$ cat src/rtl/serial_pkg.sv
// serial_pkg: shared constants and types for the serial_port UART.
// Optional feature macro used by the design: SERIAL_PARITY_EN (even parity bit).
package serial_pkg;

    localparam int unsigned DATA_BITS = 8;

    // Frame phases shared by the TX and RX state machines
    typedef enum logic [2:0] {
        IDLE   = 3'd0,
        START  = 3'd1,
        DATA   = 3'd2,
        PARITY = 3'd3,
        STOP   = 3'd4
    } serialState_e;

    // Plain-vector state codes for the FSM registers
    localparam logic [2:0] ST_IDLE   = IDLE;
    localparam logic [2:0] ST_START  = START;
    localparam logic [2:0] ST_DATA   = DATA;
    localparam logic [2:0] ST_PARITY = PARITY;
    localparam logic [2:0] ST_STOP   = STOP;

    // Rounded clock divider for one oversample tick, never below 1
    function automatic int unsigned calcDiv(input int unsigned clkHz,
                                            input int unsigned baud,
                                            input int unsigned oversample);
        int unsigned den;
        int unsigned div;
        den = baud * oversample;
        div = (clkHz + den / 2) / den;
        return (div == 0) ? 1 : div;
    endfunction

endpackage

$ cat src/rtl/serial_baud_gen.sv
// serial_baud_gen: free-running oversample tick generator shared by TX and RX.
// Part of serial_port; SERIAL_PARITY_EN does not affect this block.
module serial_baud_gen #(
    parameter int unsigned DIV = 4
) (
    input  logic clock,
    input  logic reset_n,
    input  logic clear,
    output logic tick
);

    localparam int unsigned CNT_W = (DIV > 1) ? $clog2(DIV) : 1;
    localparam logic [CNT_W-1:0] CNT_LAST = CNT_W'(DIV - 1);

    logic [CNT_W-1:0] count;

    // Count 0..DIV-1 and pulse tick for one cycle per wrap
    always_ff @(posedge clock or negedge reset_n) begin
        if (!reset_n) begin
            count <= '0;
            tick  <= 1'b0;
        end else if (clear) begin
            count <= '0;
            tick  <= 1'b0;
        end else begin
            tick  <= (count == CNT_LAST);
            count <= (count == CNT_LAST) ? '0 : count + CNT_W'(1);
        end
    end

endmodule

$ cat src/rtl/serial_port.sv
// serial_port: byte-wide UART, 8N1 LSB first, valid/ready on both byte sides.
// Define SERIAL_PARITY_EN to add an even-parity bit between data and stop.
module serial_port
    import serial_pkg::*;
#(
    parameter int unsigned CLK_HZ     = 50000000,
    parameter int unsigned BAUD       = 115200,
    parameter int unsigned OVERSAMPLE = 16
) (
    input  logic       clock,
    input  logic       reset_n,
    input  logic       soft_reset,
    input  logic [7:0] tx_data,
    input  logic       tx_valid,
    output logic       tx_ready,
    output logic [7:0] rx_data,
    output logic       rx_valid,
    output logic       rx_error,
    input  logic       rx_ready,
    output logic       txd,
    input  logic       rxd
);

    localparam int unsigned DIV    = calcDiv(CLK_HZ, BAUD, OVERSAMPLE);
    localparam int unsigned TICK_W = $clog2(OVERSAMPLE);
    localparam int unsigned BIT_W  = $clog2(DATA_BITS);
    localparam logic [TICK_W-1:0] TICK_LAST = TICK_W'(OVERSAMPLE - 1);
    localparam logic [TICK_W-1:0] TICK_HALF = TICK_W'(OVERSAMPLE / 2 - 1);
    localparam logic [BIT_W-1:0]  BIT_LAST  = BIT_W'(DATA_BITS - 1);
`ifdef SERIAL_PARITY_EN
    localparam logic [2:0] ST_AFTER_DATA = ST_PARITY;
`else
    localparam logic [2:0] ST_AFTER_DATA = ST_STOP;
`endif

    logic tick;

    serial_baud_gen #(
        .DIV(DIV)
    ) uBaudGen (
        .clock   (clock),
        .reset_n (reset_n),
        .clear   (soft_reset),
        .tick    (tick)
    );

    // ---------------- transmitter ----------------
    logic [2:0]           txState, txStateNxt;
    logic [TICK_W-1:0]    txTick, txTickNxt;
    logic [BIT_W-1:0]     txBit, txBitNxt;
    logic [DATA_BITS-1:0] txShift, txShiftNxt;
    logic                 txdQ, txdNxt;
    logic                 txReadyQ, txReadyNxt;
    logic                 txBitEnd;
`ifdef SERIAL_PARITY_EN
    logic                 txPar, txParNxt;
`endif

    // TX next state, shift and registered line/ready values
    always_comb begin
        txStateNxt = txState;
        txTickNxt  = txTick;
        txBitNxt   = txBit;
        txShiftNxt = txShift;
        txdNxt     = txdQ;
        txReadyNxt = txReadyQ;
`ifdef SERIAL_PARITY_EN
        txParNxt   = txPar;
`endif
        txBitEnd = tick && (txTick == TICK_LAST);
        if (tick) begin
            txTickNxt = txBitEnd ? '0 : txTick + TICK_W'(1);
        end

        case (txState)
            ST_IDLE: begin
                txTickNxt = '0;
                if (tx_valid && txReadyQ) begin
                    txStateNxt = ST_START;
                    txShiftNxt = tx_data;
                    txBitNxt   = '0;
`ifdef SERIAL_PARITY_EN
                    txParNxt   = ^tx_data;
`endif
                end
            end
            ST_START: begin
                if (txBitEnd) txStateNxt = ST_DATA;
            end
            ST_DATA: begin
                if (txBitEnd) begin
                    txShiftNxt = txShift >> 1;
                    if (txBit == BIT_LAST) begin
                        txBitNxt   = '0;
                        txStateNxt = ST_AFTER_DATA;
                    end else begin
                        txBitNxt = txBit + BIT_W'(1);
                    end
                end
            end
`ifdef SERIAL_PARITY_EN
            ST_PARITY: begin
                if (txBitEnd) txStateNxt = ST_STOP;
            end
`endif
            ST_STOP: begin
                if (txBitEnd) txStateNxt = ST_IDLE;
            end
            default: txStateNxt = ST_IDLE;
        endcase

        // Line level follows the state being entered so txd is registered
        case (txStateNxt)
            ST_START:  txdNxt = 1'b0;
            ST_DATA:   txdNxt = txShiftNxt[0];
`ifdef SERIAL_PARITY_EN
            ST_PARITY: txdNxt = txParNxt;
`endif
            default:   txdNxt = 1'b1;
        endcase
        txReadyNxt = (txStateNxt == ST_IDLE);

        if (soft_reset) begin
            txStateNxt = ST_IDLE;
            txTickNxt  = '0;
            txBitNxt   = '0;
            txShiftNxt = '0;
            txdNxt     = 1'b1;
            txReadyNxt = 1'b1;
`ifdef SERIAL_PARITY_EN
            txParNxt   = 1'b0;
`endif
        end
    end

    // TX state register
    always_ff @(posedge clock or negedge reset_n) begin
        if (!reset_n) begin
            txState  <= ST_IDLE;
            txTick   <= '0;
            txBit    <= '0;
            txShift  <= '0;
            txdQ     <= 1'b1;
            txReadyQ <= 1'b1;
`ifdef SERIAL_PARITY_EN
            txPar    <= 1'b0;
`endif
        end else begin
            txState  <= txStateNxt;
            txTick   <= txTickNxt;
            txBit    <= txBitNxt;
            txShift  <= txShiftNxt;
            txdQ     <= txdNxt;
            txReadyQ <= txReadyNxt;
`ifdef SERIAL_PARITY_EN
            txPar    <= txParNxt;
`endif
        end
    end

    assign txd      = txdQ;
    assign tx_ready = txReadyQ;

    // ---------------- receiver ----------------
    logic [1:0]           rxSync;
    logic                 rxS;
    logic                 rxPrev;
    logic [2:0]           rxState, rxStateNxt;
    logic [TICK_W-1:0]    rxTick, rxTickNxt;
    logic [BIT_W-1:0]     rxBit, rxBitNxt;
    logic [DATA_BITS-1:0] rxShift, rxShiftNxt;
    logic [DATA_BITS-1:0] rxDataQ, rxDataNxt;
    logic                 rxValidQ, rxValidNxt;
    logic                 rxErrorQ, rxErrorNxt;
    logic                 rxSample;
    logic                 rxParTerm;
`ifdef SERIAL_PARITY_EN
    logic                 rxParErr, rxParErrNxt;
`endif

    assign rxS = rxSync[1];

    // Two-flop synchronizer plus previous value for falling-edge detect
    always_ff @(posedge clock or negedge reset_n) begin
        if (!reset_n) begin
            rxSync <= 2'b11;
            rxPrev <= 1'b1;
        end else begin
            rxSync <= {rxSync[0], rxd};
            rxPrev <= rxS;
        end
    end

    // RX next state, mid-bit sampling and output handshake
    always_comb begin
        rxStateNxt = rxState;
        rxTickNxt  = rxTick;
        rxBitNxt   = rxBit;
        rxShiftNxt = rxShift;
        rxDataNxt  = rxDataQ;
        rxValidNxt = rxValidQ;
        rxErrorNxt = rxErrorQ;
        rxParTerm  = 1'b0;
`ifdef SERIAL_PARITY_EN
        rxParErrNxt = rxParErr;
        rxParTerm   = rxParErr;
`endif
        rxSample = tick && (rxTick == ((rxState == ST_START) ? TICK_HALF : TICK_LAST));
        if (tick) begin
            rxTickNxt = rxSample ? '0 : rxTick + TICK_W'(1);
        end

        if (rxValidQ && rx_ready) begin
            rxValidNxt = 1'b0;
            rxErrorNxt = 1'b0;
        end

        case (rxState)
            ST_IDLE: begin
                rxTickNxt = '0;
                if (rxPrev && !rxS) rxStateNxt = ST_START;
            end
            ST_START: begin
                if (rxSample) begin
                    if (rxS) begin
                        rxStateNxt = ST_IDLE;
                    end else begin
                        rxStateNxt = ST_DATA;
                        rxBitNxt   = '0;
`ifdef SERIAL_PARITY_EN
                        rxParErrNxt = 1'b0;
`endif
                    end
                end
            end
            ST_DATA: begin
                if (rxSample) begin
                    rxShiftNxt = {rxS, rxShift[DATA_BITS-1:1]};
                    if (rxBit == BIT_LAST) begin
                        rxStateNxt = ST_AFTER_DATA;
                    end else begin
                        rxBitNxt = rxBit + BIT_W'(1);
                    end
                end
            end
`ifdef SERIAL_PARITY_EN
            ST_PARITY: begin
                if (rxSample) begin
                    rxParErrNxt = rxS ^ (^rxShift);
                    rxStateNxt  = ST_STOP;
                end
            end
`endif
            ST_STOP: begin
                // A completed byte always wins over a same-edge consume
                if (rxSample) begin
                    rxStateNxt = ST_IDLE;
                    rxDataNxt  = rxShift;
                    rxValidNxt = 1'b1;
                    rxErrorNxt = !rxS || rxValidQ || rxParTerm;
                end
            end
            default: rxStateNxt = ST_IDLE;
        endcase

        if (soft_reset) begin
            rxStateNxt = ST_IDLE;
            rxTickNxt  = '0;
            rxBitNxt   = '0;
            rxShiftNxt = '0;
            rxDataNxt  = '0;
            rxValidNxt = 1'b0;
            rxErrorNxt = 1'b0;
`ifdef SERIAL_PARITY_EN
            rxParErrNxt = 1'b0;
`endif
        end
    end

    // RX state register
    always_ff @(posedge clock or negedge reset_n) begin
        if (!reset_n) begin
            rxState  <= ST_IDLE;
            rxTick   <= '0;
            rxBit    <= '0;
            rxShift  <= '0;
            rxDataQ  <= '0;
            rxValidQ <= 1'b0;
            rxErrorQ <= 1'b0;
`ifdef SERIAL_PARITY_EN
            rxParErr <= 1'b0;
`endif
        end else begin
            rxState  <= rxStateNxt;
            rxTick   <= rxTickNxt;
            rxBit    <= rxBitNxt;
            rxShift  <= rxShiftNxt;
            rxDataQ  <= rxDataNxt;
            rxValidQ <= rxValidNxt;
            rxErrorQ <= rxErrorNxt;
`ifdef SERIAL_PARITY_EN
            rxParErr <= rxParErrNxt;
`endif
        end
    end

    assign rx_data  = rxDataQ;
    assign rx_valid = rxValidQ;
    assign rx_error = rxErrorQ;

endmodule

$ cat config.mk
export PLATFORM = sky130hd
export DESIGN_NAME = serial_port
export DESIGN_NICKNAME = d
export VERILOG_FILES = /design/src/rtl/serial_pkg.sv /design/src/rtl/serial_baud_gen.sv /design/src/rtl/serial_port.sv
export SDC_FILE = /design/constraint.sdc
export NUM_CORES = 1
export LEC_CHECK = 0
export CAP_MARGIN = 20
export CORE_MARGIN = 2
export CORE_UTILIZATION = 50
export CTS_BUF_LIST = sky130_fd_sc_hd__clkbuf_8
export DETAILED_ROUTE_END_ITERATION = 16
export GPL_ROUTABILITY_DRIVEN = 0
export PLACE_DENSITY = 0.74
export SETUP_SLACK_MARGIN = 0.3
export SYNTH_ARGS = -nofsm -noshare
export SYNTH_HDL_FRONTEND = slang
export SYNTH_SLANG_ARGS = --single-unit
$ cat constraint.sdc
create_clock -name clock -period 1.8 [get_ports clock]
set_clock_uncertainty 0.2 [all_clocks]
set_input_delay 0.36 -clock clock [delete_from_list [all_inputs] [get_ports clock]]
set_output_delay 0.36 -clock clock [all_outputs]
set_load 0.02 [all_outputs]
* Word level (Yosys, flattened, before mapping)
Cells that the tools add are included.
** Storage, ports and cells
- Output and inout port bits :: 12
- Bits of input ports :: 14
- Word-level logic and storage cells :: 126
- Register bits :: 57
** Cells by class
- Reductions and logical operators :: 22
- $add $sub $neg :: 5
- Equality and inequality tests :: 22
- Muxes and demuxes :: 59
** Operator list (number)
- 8-bit 2-to-1 mux :: 9
- 3-bit 2-to-1 mux :: 21
- 4-bit 2-to-1 mux :: 9
- 3-bit != test (second input constant) :: 9
- 3-bit case mux with 4 select lines :: 2
- 8-bit case mux with 2 select lines :: 1
- 3-bit == test (second input constant) :: 4
- 3-bit case mux with 2 select lines :: 2
- 3-bit nonzero test :: 4
- 1-bit 2-to-1 mux :: 11
- 5-bit 2-to-1 mux :: 2
- 5-bit AND reduction :: 2
- 3-bit by 1-bit == test with 1-bit output (second input constant) :: 3
- 3-bit by 2-bit == test with 1-bit output (second input constant) :: 3
- 3-bit logical NOT :: 3
- 4-bit by 1-bit adder with 4-bit output (second input constant) :: 2
- 3-bit by 1-bit adder with 3-bit output (second input constant) :: 2
- 2-bit nonzero test :: 3
- 5-bit by 1-bit adder with 5-bit output (second input constant) :: 1
- 5-bit == test (second input constant) :: 1
- 1-bit logical AND :: 5
- 4-bit == test :: 1
- 4-bit == test (second input constant) :: 1
- 2-bit AND reduction :: 2
- other kinds (5) :: 5

* Longest topological paths before layout
Gate-level depths: netlist of the first run.
- Depth in word-level cells :: 8
- Depth in mapped cells :: 7
- Mapped depth without buffers :: 6

* Modules after synthesis
A second synthesis of the first run with hierarchy kept.
** Unflattened totals
- Cells, all modules :: 252
- Area total of the unflattened synthesis :: 2730.1 um^2
** By module, submodules not included
- serial_port :: instances 1, seq. area each 1282.5 um^2, cells each 228, area an instance 2429.8 um^2
- serial_baud_gen :: instances 1, seq. area each 150.1 um^2, cells each 24, area an instance 300.3 um^2

* Worst setup path after synthesis of the first run
No wires, ideal clock.
- Path kind :: register -> register
- Start :: reg txTick[0]
- End :: reg txShift[4]
- Buffers on the path :: 2
- Clock period less this slack :: 1.965 ns
- Library setup time :: 0.121 ns
- Cell stages (with the launch flop) :: 8
- Arrival time :: 1.644 ns
- Slack :: -0.165 ns
- Data required time :: 1.479 ns
- Cells stage by stage :: dfrtp_1 > ha_1 > and4_1 > buf_4 > and3_1 > buf_2 > a22o_1 > a22o_1
** Between the ends
- Longest elaborated chain between the ends :: 4
** RTL lines
- start, declared :: RTL line serial_port.sv:49 : logic [TICK_W-1:0] txTick, txTickNxt;
- start signal, assigned :: RTL line serial_port.sv:150 : txTick <= txTickNxt;
- 4-bit == test :: RTL line serial_port.sv:70 : txBitEnd = tick && (txTick == TICK_LAST);
- 1-bit logical AND :: RTL line serial_port.sv:70
- 3-bit != test (no line)
- 3-bit AND reduction (no line)
- end signal, assigned :: RTL line serial_port.sv:152 : txShift <= txShiftNxt;
- end, declared :: RTL line serial_port.sv:51 : logic [DATA_BITS-1:0] txShift, txShiftNxt;
Every way passes these cells.
A chain may end at the register's enable or synchronous reset.

* Final worst setup path of the first run
- Start :: reg txTick[0]
- End :: reg txState[1]
** Between the ends
- Longest elaborated chain between the ends :: 5
- Elaborated cells on any way between the ends :: 7
- Classes of those cells :: eq/ne (1); mux (5); reduce/logical (1)
** RTL lines
- 4-bit == test (*) :: RTL line serial_port.sv:70
- 1-bit logical AND (*) :: RTL line serial_port.sv:70
- 3-bit 2-to-1 mux, on equally long branches :: RTL line serial_port.sv:107, serial_port.sv:88, serial_port.sv:91
- 3-bit case mux with 4 select lines (*) :: RTL line serial_port.sv:75 : case (txState)
- 3-bit 2-to-1 mux (*) :: RTL line serial_port.sv:123 : if (soft_reset) begin
- net txStateNxt[1] :: RTL line serial_port.sv:48 : logic [2:0] txState, txStateNxt;
- end signal, assigned :: RTL line serial_port.sv:149 : txState <= txStateNxt;
- end, declared :: RTL line serial_port.sv:48
The timed path passes the listed nets; every way through them passes the cells marked *.

==> results of run 1 <==
==> power by group <==
part           switching (mW)  total [mW]  internal, mW
sequential             0.0239        1.34          1.31
clock                   0.513        1.32         0.809
combinational           0.138       0.261         0.123
==> cell families after synthesis <==
group | after synthesis | synth area share
simple gates | 100 | 0.196
xor+xnor | 8 | 0.0259
compound gates | 36 | 0.100
flops | 57 | 0.530
fa+ha+maj | 8 | 0.0370
mux | 22 | 0.0819
buf+inv | 17 | 0.0282
==> state kept, by name, summed over array words and instances (netlist names), 2 cells and up <==
signal          count
txState             3
rx_data             8
rxTick              4
uBaudGen.count      5
txTick              4
rxSync              2
txBit               3
rxShift             8
rxState             3
rxBit               3
txShift             8
==> layout make-up <==
cell class	count	share of cell area
Clock inverter	6	0.0214
Clock buffer	10	0.0357
Timing Repair Buffer	73	0.168
Tap cell	70	0.0227
Inverter	6	0.00583
Multi-Input combinational cell	174	0.375
Sequential cell	57	0.372
==> timing repair <==
action                                 in CTS  in global routing
buffers inserted                            9                  8
pin swaps                                  20                 23
endpoints found under the hold margin       9                  0
gates resized for setup                    66                 42
hold buffers                                1                  0
setup endpoints to repair                  54                 46
gates cloned                                0                  0
==> per-layer routing <==
metal,track usage,part of all wire
met1,0.282,0.44
met2,0.363,0.50
met5,0,0
met3,0.0407,0.034
met4,0.0893,0.030
==> stage by stage <==
step	setup TNS (ns)	utilization	area (sq um)
2_1_floorplan	-0.103	-	2790
3_3_place_gp	-0.816	0.640	3310
3_5_place_dp	-1.08	0.640	3310
4_1_cts	0	0.699	3620
5_1_grt	-0.761	0.746	3860
6_report	-0.0145	0.746	3860
==> layout by cell type, fill, tap and decap left out, types with 3 or more instances in the layout <==
master           synthesis  layout
buf_6                    0      11
xor2_1                   4       4
buf_4                    2      35
or3_1                    3       3
a22o_1                  12      12
xnor2_1                  4       4
buf_12                   0       4
nor3_1                   6       3
dfstp_2                  5       5
nor2_1                  36      35
ha_4                     0       3
clkbuf_8                 0      10
nor3_2                   2       4
buf_2                    4      10
a21oi_1                 10       4
nand3_1                 14      12
nand2b_1                 5       5
a21oi_2                  0       5
inv_1                    6       6
nand2_4                  0       4
nand2_1                 15      11
mux2i_1                 21      19
dfrtp_1                 52      49
ha_2                     0       3
dfrtp_2                  0       3
clkdlybuf4s50_1          0      12
==> worst paths after layout <==
kind	startpoint	slack, ns	end
hold reg to reg	rxSync[0]	0.16	rxSync[1]
setup / recovery	txTick[0]	-0.01	txState[1]
min in group asynchronous	reset_n	0.24	rxBit[0]
hold / removal	rxSync[0]	0.16	rxSync[1]
max in group asynchronous	reset_n	0.61	txd
setup reg to reg	txTick[0]	-0.01	txState[1]
==> out/metrics.cfg, run 1 <==
[critical_path]
required_ns=1.88
critPathLaunchType=flop
slowest_delay_ns=0.36
critical_path.top_delay_family=simple AND/OR/NAND/NOR gates
critPathCaptureType=flop
crit_top_cell=buf_4
r2r_cells=6
worstPathMaxFanout=6
path_cells=ha_2, and4_4, buf_4, nand3_2, a211oi_4, buf_4
critPathBufInv=2
crit_arrival_ns=1.89
slowest_stage=dfrtp_1
crit_cells=6
critical_path_class=reg2reg

[power_and_ir_drop]
p_total_mw=2.92
p_leak_nw=1.71
p_per_area_nw_per_um2=756
ir_drop_mv=0.684

[yosys]
synth_cell_types=44
synth_top_area_cell=dfrtp_1
synth_top_area_frac=0.481
synth-seq-cells=57
yosys_most_used_dff=dfrtp_1
avgSynthCellArea_sq_um=10.9
ys_top_cells_by_count=dfrtp_1 (52), nor2_1 (36), mux2i_1 (21)
syn-num-nets=270
synth_area_leaders=dfrtp_1 (48%), mux2i_1 (7.8%), nor2_1 (5.0%), dfstp_2 (4.9%), a22o_1 (3.9%)
synth_edf_count=0
ys_seq_area_frac=0.530
syn_area_sq_um=2700
synthArstFlopShare=1.00
synth_most_common_cell=dfrtp_1
synthCells=248
ys_warn_count=0

[run_status]
violations=setup timing
status=finished, violations left

[clocking]
worstSkewPairLatency_ns=0.34
htreeDepth=3
numCtsBuffers=9
cts.sink_count=57
cts_tree=yes
cts_buffer_depth=2
clock_tree.root_cell=clkbuf_8
path_clk_slew_ns=0.07

[finish]
multiInputGateArea_sq_um=1450
register_area_sq_um=1440
final.fill_count=324
fin_nets=343
final_cells=396
n_antenna_cell=0
area_growth_pct=42.8
layout-drive-gt1-share=0.396

[placed_design]
dp_cells=362
hpwl_microns=3750
pre_cts_ws_ns=-0.175
port_buffers=25

[die]
die_area_sq_um=6010
fp-row-count=26
start_util=0.522
pin_count=26
coreArea_sq_um=5170
die_h_microns=77.5
dieWidth_microns=77.5

[global_route]
grt_util_all_layers=0.218
grt_pass1_wl_microns=10300
grt_pass1_vias=2198
grt_max_degree=35
overflow=0
antenna_found_initial=0

[worst_hold_path]
hold_path.class=reg2reg
holdPathStages=0

[sta]
timing.fmax_ghz=0.551
finalSetupViolations=2
timing.final.ws_setup_ns=-0.0138
holdWs_ns=0.161
fin_crit_ns=1.81
relSlewSlack=0.754
slew_viol_final=0
grt_setup_unrepaired=yes
tightest_slew_ns=0.368
finalCritPeriodShare=1.01
hold_viol_final=0

[routing]
dr_total_vias=2188
route.detailed.drc=0
drt-total-wl_microns=6570
drt_iter0_markers=150
post_drt_wl_per_cell_microns=16.6
firstDrtPassIters=4
antenna_left=0
via_per_inst=5.53

[run]
drv_cap=0

No activity file was read; power rests on OpenSTA's default activity.
==> run 2, diff against run 1 <==
Settings changed: HOLD_SLACK_MARGIN set to 0.05.
==> results of run 2 <==
Same layout as run 1: the final DEF is identical, and so are final timing and power.
==> run 3, diff against run 2 <==
Settings changed: CAP_MARGIN 20 to 25.
==> results of run 3 <==
Same layout as run 1: the final DEF is identical, and so are final timing and power.
